===== config.mk =====
export PLATFORM = sky130hd
export DESIGN_NAME = complex_nr_acc
export DESIGN_NICKNAME = d
export VERILOG_FILES = /design/src/rtl/complex_nr_acc.sv
export SDC_FILE = /design/constraint.sdc
export NUM_CORES = 1
export LEC_CHECK = 0
export ABC_AREA = 0
export BUFFER_PORTS_ARGS = -buffer_cell sky130_fd_sc_hd__buf_2
export CELL_PAD_IN_SITES_DETAIL_PLACEMENT = 1
export CELL_PAD_IN_SITES_GLOBAL_PLACEMENT = 1
export CORE_MARGIN = 3
export CORE_UTILIZATION = 41
export DETAILED_ROUTE_END_ITERATION = 16
export HOLD_SLACK_MARGIN = 0.12
export PLACE_DENSITY = 0.8
export SKIP_LAST_GASP = 1
export SLEW_MARGIN = 20
export SYNTH_ARGS = -nofsm -noshare
export SYNTH_HDL_FRONTEND = slang
export SYNTH_SLANG_ARGS = --single-unit

===== constraint.sdc =====
create_clock -name clk -period 3.7 [get_ports clk]
set_clock_uncertainty 0.1 [all_clocks]
set_input_delay 0.185 -clock clk [delete_from_list [all_inputs] [get_ports clk]]
set_output_delay 0.185 -clock clk [all_outputs]
set_load 0.01 [all_outputs]

===== src/rtl/complex_nr_acc.sv =====
// Purpose    : accumulates acc_len consecutive complex products {re, im} into widened sums.
// Latency    : out_val rises the cycle after the last beat of a frame; N-beat frame takes N+1 cycles.
// Backpressure: in_ready drops while the sum is presented; out_data holds until out_ready.
//
// Ports: clk/rstn (async, active low), sw_rst (sync, active high), acc_len (0 => 2^LEN_WIDTH),
//        in_val/in_ready/in_data (re in [4DW-1:2DW], im in [2DW-1:0], top 3 bits ignored),
//        out_val/out_ready/out_data ({acc_re, acc_im}), busy (frame in progress).
// Optional: define COMPLEX_NR_ACC_LAST_EN to add in_last, which ends a frame early.
module complex_nr_acc #(
   parameter int DATA_WIDTH = 8,
   parameter int ACC_GUARD  = 4,
   parameter int LEN_WIDTH  = 4
) (
   input  logic                                    clk,
   input  logic                                    rstn,
   input  logic                                    sw_rst,
   input  logic [LEN_WIDTH-1:0]                    acc_len,
   input  logic                                    in_val,
   output logic                                    in_ready,
   input  logic [4*DATA_WIDTH+2:0]                 in_data,
`ifdef COMPLEX_NR_ACC_LAST_EN
   input  logic                                    in_last,
`endif
   input  logic                                    out_ready,
   output logic                                    out_val,
   output logic [2*(2*DATA_WIDTH+ACC_GUARD)-1:0]   out_data,
   output logic                                    busy
);

   localparam int PW    = 2 * DATA_WIDTH;
   localparam int ACC_W = PW + ACC_GUARD;
   // One extra bit so the 2^LEN_WIDTH frame length is representable.
   localparam int CW    = LEN_WIDTH + 1;

   typedef enum logic [1:0] {
      IDLE = 2'd0,
      ACC  = 2'd1,
      OUT  = 2'd2
   } state_t;

   state_t             state, state_nxt;
   logic [ACC_W-1:0]   acc_re, acc_im;
   logic [CW-1:0]      cnt, len_q;
   logic [CW-1:0]      len_new, cnt_inc;
   logic [ACC_W-1:0]   samp_re, samp_im;
   logic               accept;
   logic               last_beat;
   logic               unused_tag;

   // Sign-extend each product field to the accumulator width.
   assign samp_re = {{ACC_GUARD{in_data[2*PW-1]}}, in_data[2*PW-1:PW]};
   assign samp_im = {{ACC_GUARD{in_data[PW-1]}},   in_data[PW-1:0]};
   assign unused_tag = ^in_data[4*DATA_WIDTH+2:4*DATA_WIDTH];

   assign accept  = in_val & in_ready;
   assign len_new = (acc_len == '0) ? {1'b1, {LEN_WIDTH{1'b0}}} : {1'b0, acc_len};
   assign cnt_inc = cnt + CW'(1);

`ifdef COMPLEX_NR_ACC_LAST_EN
   assign last_beat = in_last;
`else
   assign last_beat = 1'b0;
`endif

   always_ff @(posedge clk or negedge rstn) begin
      if (!rstn) begin
         state <= IDLE;
      end else begin
         state <= state_nxt;
      end
   end

   always_comb begin
      state_nxt = state;
      in_ready  = 1'b0;
      out_val   = 1'b0;
      busy      = 1'b0;
      case (state)
         IDLE: begin
            in_ready = 1'b1;
            if (accept) begin
               // Frame length comes from acc_len as sampled on this first beat.
               if (len_new == CW'(1) || last_beat) begin
                  state_nxt = OUT;
               end else begin
                  state_nxt = ACC;
               end
            end
         end
         ACC: begin
            in_ready = 1'b1;
            busy     = 1'b1;
            if (accept && (cnt_inc == len_q || last_beat)) begin
               state_nxt = OUT;
            end
         end
         OUT: begin
            out_val = 1'b1;
            busy    = 1'b1;
            if (out_ready) begin
               state_nxt = IDLE;
            end
         end
         default: begin
            state_nxt = IDLE;
         end
      endcase
      if (sw_rst) begin
         state_nxt = IDLE;
      end
   end

   // Accumulators double as the output register: no accept happens in OUT,
   // so the sum stays stable while out_val waits for out_ready.
   always_ff @(posedge clk or negedge rstn) begin
      if (!rstn) begin
         acc_re <= '0;
         acc_im <= '0;
         cnt    <= '0;
         len_q  <= '0;
      end else if (sw_rst) begin
         acc_re <= '0;
         acc_im <= '0;
         cnt    <= '0;
         len_q  <= '0;
      end else if (accept) begin
         if (state == IDLE) begin
            acc_re <= samp_re;
            acc_im <= samp_im;
            cnt    <= CW'(1);
            len_q  <= len_new;
         end else begin
            acc_re <= acc_re + samp_re;
            acc_im <= acc_im + samp_im;
            cnt    <= cnt_inc;
         end
      end
   end

   assign out_data = {acc_re, acc_im};

endmodule


==> impl_metrics.json <==
{
  "floorplan.die_area_um2": 11800,
  "synthSimpleGateAreaFrac": 0.182,
  "wire_length_of_the_first_global_routing_pass_um": 22100,
  "die_width_um": 109,
  "place_congestion": 0.872,
  "timing.reg2reg.setup_slack_ps": 570,
  "grt_remaining_overflow": 0,
  "first_iter_violations": 177,
  "grt_max_degree": 56,
  "timing.final.setup_violations": 0,
  "numCtsBuffers": 5,
  "power_total_mw": 3.80,
  "slowest_stage": "o41ai_1",
  "report.final.hold_viol_count": 0,
  "drv_slew": 0,
  "netlist-cell-type-count": 57,
  "drc_errors": 0,
  "crit_path_max_incr_delay_ps": 620,
  "synthCells": 525,
  "antenna_found_initial": 0,
  "post-cts-setup-buffers": 0,
  "placeableCoreArea_um2": 10000,
  "yosysTopAreaCellShare": 0.302,
  "gr-usage-all-layers": 0.232,
  "root_buffer": "clkbuf_8",
  "timing.max_cap.violations": 0,
  "route.final.wire_length_um": 13100,
  "routed-via-count": 4361,
  "min_period_ps": 3250,
  "tritoncts": "built",
  "ys_dominant_reg_cell": "dfrtp_1",
  "synth-adder-area-share": 0.131,
  "die_height_um": 109,
  "crit_chain": "dlygate4sd3_1 > buf_2 > ha_1 > inv_1 > fa_1 > nor2b_1 > o31ai_1 > a21oi_1 > nor2_1 > o211ai_1 > o41ai_1 > a21oi_1 > mux2i_1 > nand3_1",
  "whs_ps": 145,
  "synth_xor_xnor_area_share": 0.0630,
  "layout.cells.non_filler": 755,
  "final_critical_path_setup_slack_ps": 446,
  "antenna_violating_nets_post_route": 0,
  "pre_cts_worst_setup_slack_ps": 593,
  "synth_edf_count": 0,
  "numClockSinks": 52,
  "slew_headroom": 0.515,
  "synth_top_area_cell": "dfrtp_1",
  "dp_hpwl_um": 9680,
  "final_nets": 709,
  "layout_cells_sized_above_1": 0.170,
  "hold_fix_buffers_at_cts": 20,
  "syn-cell-area_um2": 4310,
  "dr.pass1.iters": 4,
  "fmax_ghz": 0.307,
  "synth.area.mux_share": 0.0165,
  "seqCellArea_um2": 1300,
  "critPathCaptureType": "flop",
  "rsz0062_at_grt": "false",
  "cts_htree_levels": 2,
  "std_cell_rows": 36,
  "syn_to_final_growth_pct": 20.7,
  "synth.yosys.seq_area_share": 0.302,
  "leakage_nw": 2.53,
  "clock_insertion_delay_worst_skew_ps": 320,
  "finalCritPeriodShare": 0.879,
  "path_delay_family": "compound AO/OA/AOI/OAI gates",
  "vias_per_cell": 5.78,
  "setup_tns_ps": 0,
  "clk_transition_reported_paths_ps": 100,
  "clock_tree.buffer_depth": 2,
  "placedCellCount": 727,
  "worst-setup-path-type": "in -> reg",
  "hold_class": "in -> reg",
  "post-route-util": 0.520,
  "cp_max_fo": 3,
  "worstPathRequired_ps": 3800,
  "power_density_nw_per_um2": 730,
  "routed_wire_length_per_instance_um": 17.4,
  "cts_resized": 0,
  "synth_area_in_compound_gates": 0.272,
  "slew_of_the_pin_with_the_lowest_slew_margin_ps": 718,
  "ys_async_sr_fraction": 1.00,
  "netlist_top_cells_area": "dfrtp_1, ha_1, o21ai_0",
  "fin_area_um2": 5200,
  "effective_utilization_at_floorplan": 0.431,
  "synth-seq-cells": 52,
  "placed_area_um2": 4880,
  "boundaryPins": 87,
  "cp_data_arrival_time_ps": 3360,
  "cp.buffers_inverters": 3,
  "first_global_vias": 4660,
  "final.fill_count": 1271,
  "status": "complete, no violations",
  "syn_nets": 613,
  "multi_input_area_um2": 2880,
  "synth_top_family_by_area": "compound AO/OA/AOI/OAI gates",
  "post_synth.cell_area_avg_um2": 8.22,
  "port_buffers": 83,
  "max-vdd-ir-drop_uv": 371,
  "cpMostUsedCell": "a21oi_1",
  "crit_path_start_kind": "primary input",
  "yosysWarnings": 0,
  "diodes": 0
}
cell usage in the layout (no fill, tap or decap), types with 4 or more instances in the layout:
cell type / instances
a211oi_1: 19
a21o_1: 13
a21oi_1: 41
a32oi_1: 6
and3_1: 5
buf_2: 83
buf_4: 6
clkbuf_8: 7
dfrtp_1: 52
dlygate4sd3_1: 20
ha_1: 41
inv_1: 17
mux2i_1: 6
nand2_1: 58
nand2b_1: 6
nand3_1: 13
nand4_1: 5
nor2_1: 45
nor2b_1: 7
nor3_1: 17
nor4_1: 4
o211ai_1: 5
o21a_1: 7
o21ai_0: 47
o21bai_1: 6
xnor2_1: 18
xor2_1: 13
worst paths after layout:
kind,startpoint,endpoint,cells past startpoint
max,in_data[16],acc_re[16],14
max reg2reg,acc_re[0],acc_re[16],12
min,in_val,len_q[2],3
max in group asynchronous,rstn,acc_re[14],3
min in group asynchronous,rstn,acc_im[7],2
min reg2reg,acc_re[16],acc_re[16],2
flip-flops by register name, indices dropped and copies added, names as in the netlist:
register / count
cnt: 5
acc_im: 20
acc_re: 20
len_q: 5
state: 2
worst reg2reg max path, stage by stage (launching register included):
cell,delay (ps)
dfrtp_1,420
ha_1,220
inv_1,80
fa_1,180
nor2b_1,70
o31ai_1,380
a21oi_1,150
nor2_1,160
o211ai_1,150
o41ai_1,620
a21oi_1,200
mux2i_1,200
nand3_1,90
per-layer routing:
metal | wire, µm | GRT usage
met4 | 90 | 0.0424
met1 | 5810 | 0.280
met2 | 6840 | 0.442
met5 | 0 | 0
met3 | 397 | 0.0269
Yosys cell counts, types with 7 or more instances:
master,number
nor2_1,46
nor3_1,17
a21oi_1,42
ha_1,42
o21a_1,7
nand3_1,13
a21o_1,13
a211oi_1,20
dfrtp_1,52
o21ai_0,47
xnor2_1,18
clkbuf_1,17
nand2_1,58
xor2_1,13
nor2b_1,7
inv_1,17
final cells by class:
type                    instances  area share
repair buffers                109       0.127
clock inverters                 1     0.00577
clock buffers                   7      0.0185
inverters                      18      0.0130
well taps                     133      0.0320
flip-flops and latches         52       0.250
multi-input cells             435       0.554
logic make-up after synthesis:
group | after synthesis
buffers and inverters | 38
AOI/OAI and AO/OA | 181
muxes | 7
and+or+nand+nor | 172
adders and majority gates | 44
xor gates and xnor gates | 31
DFF | 52
power breakdown:
| group | switching, mW | leakage (nW) | internal, mW |
|---|---|---|---|
| clock | 0.213 | 0.0645 | 0.239 |
| sequential | 0.170 | 0.695 | 0.757 |
| combinational | 1.45 | 1.77 | 0.970 |
(Power assumes the default switching activity.)
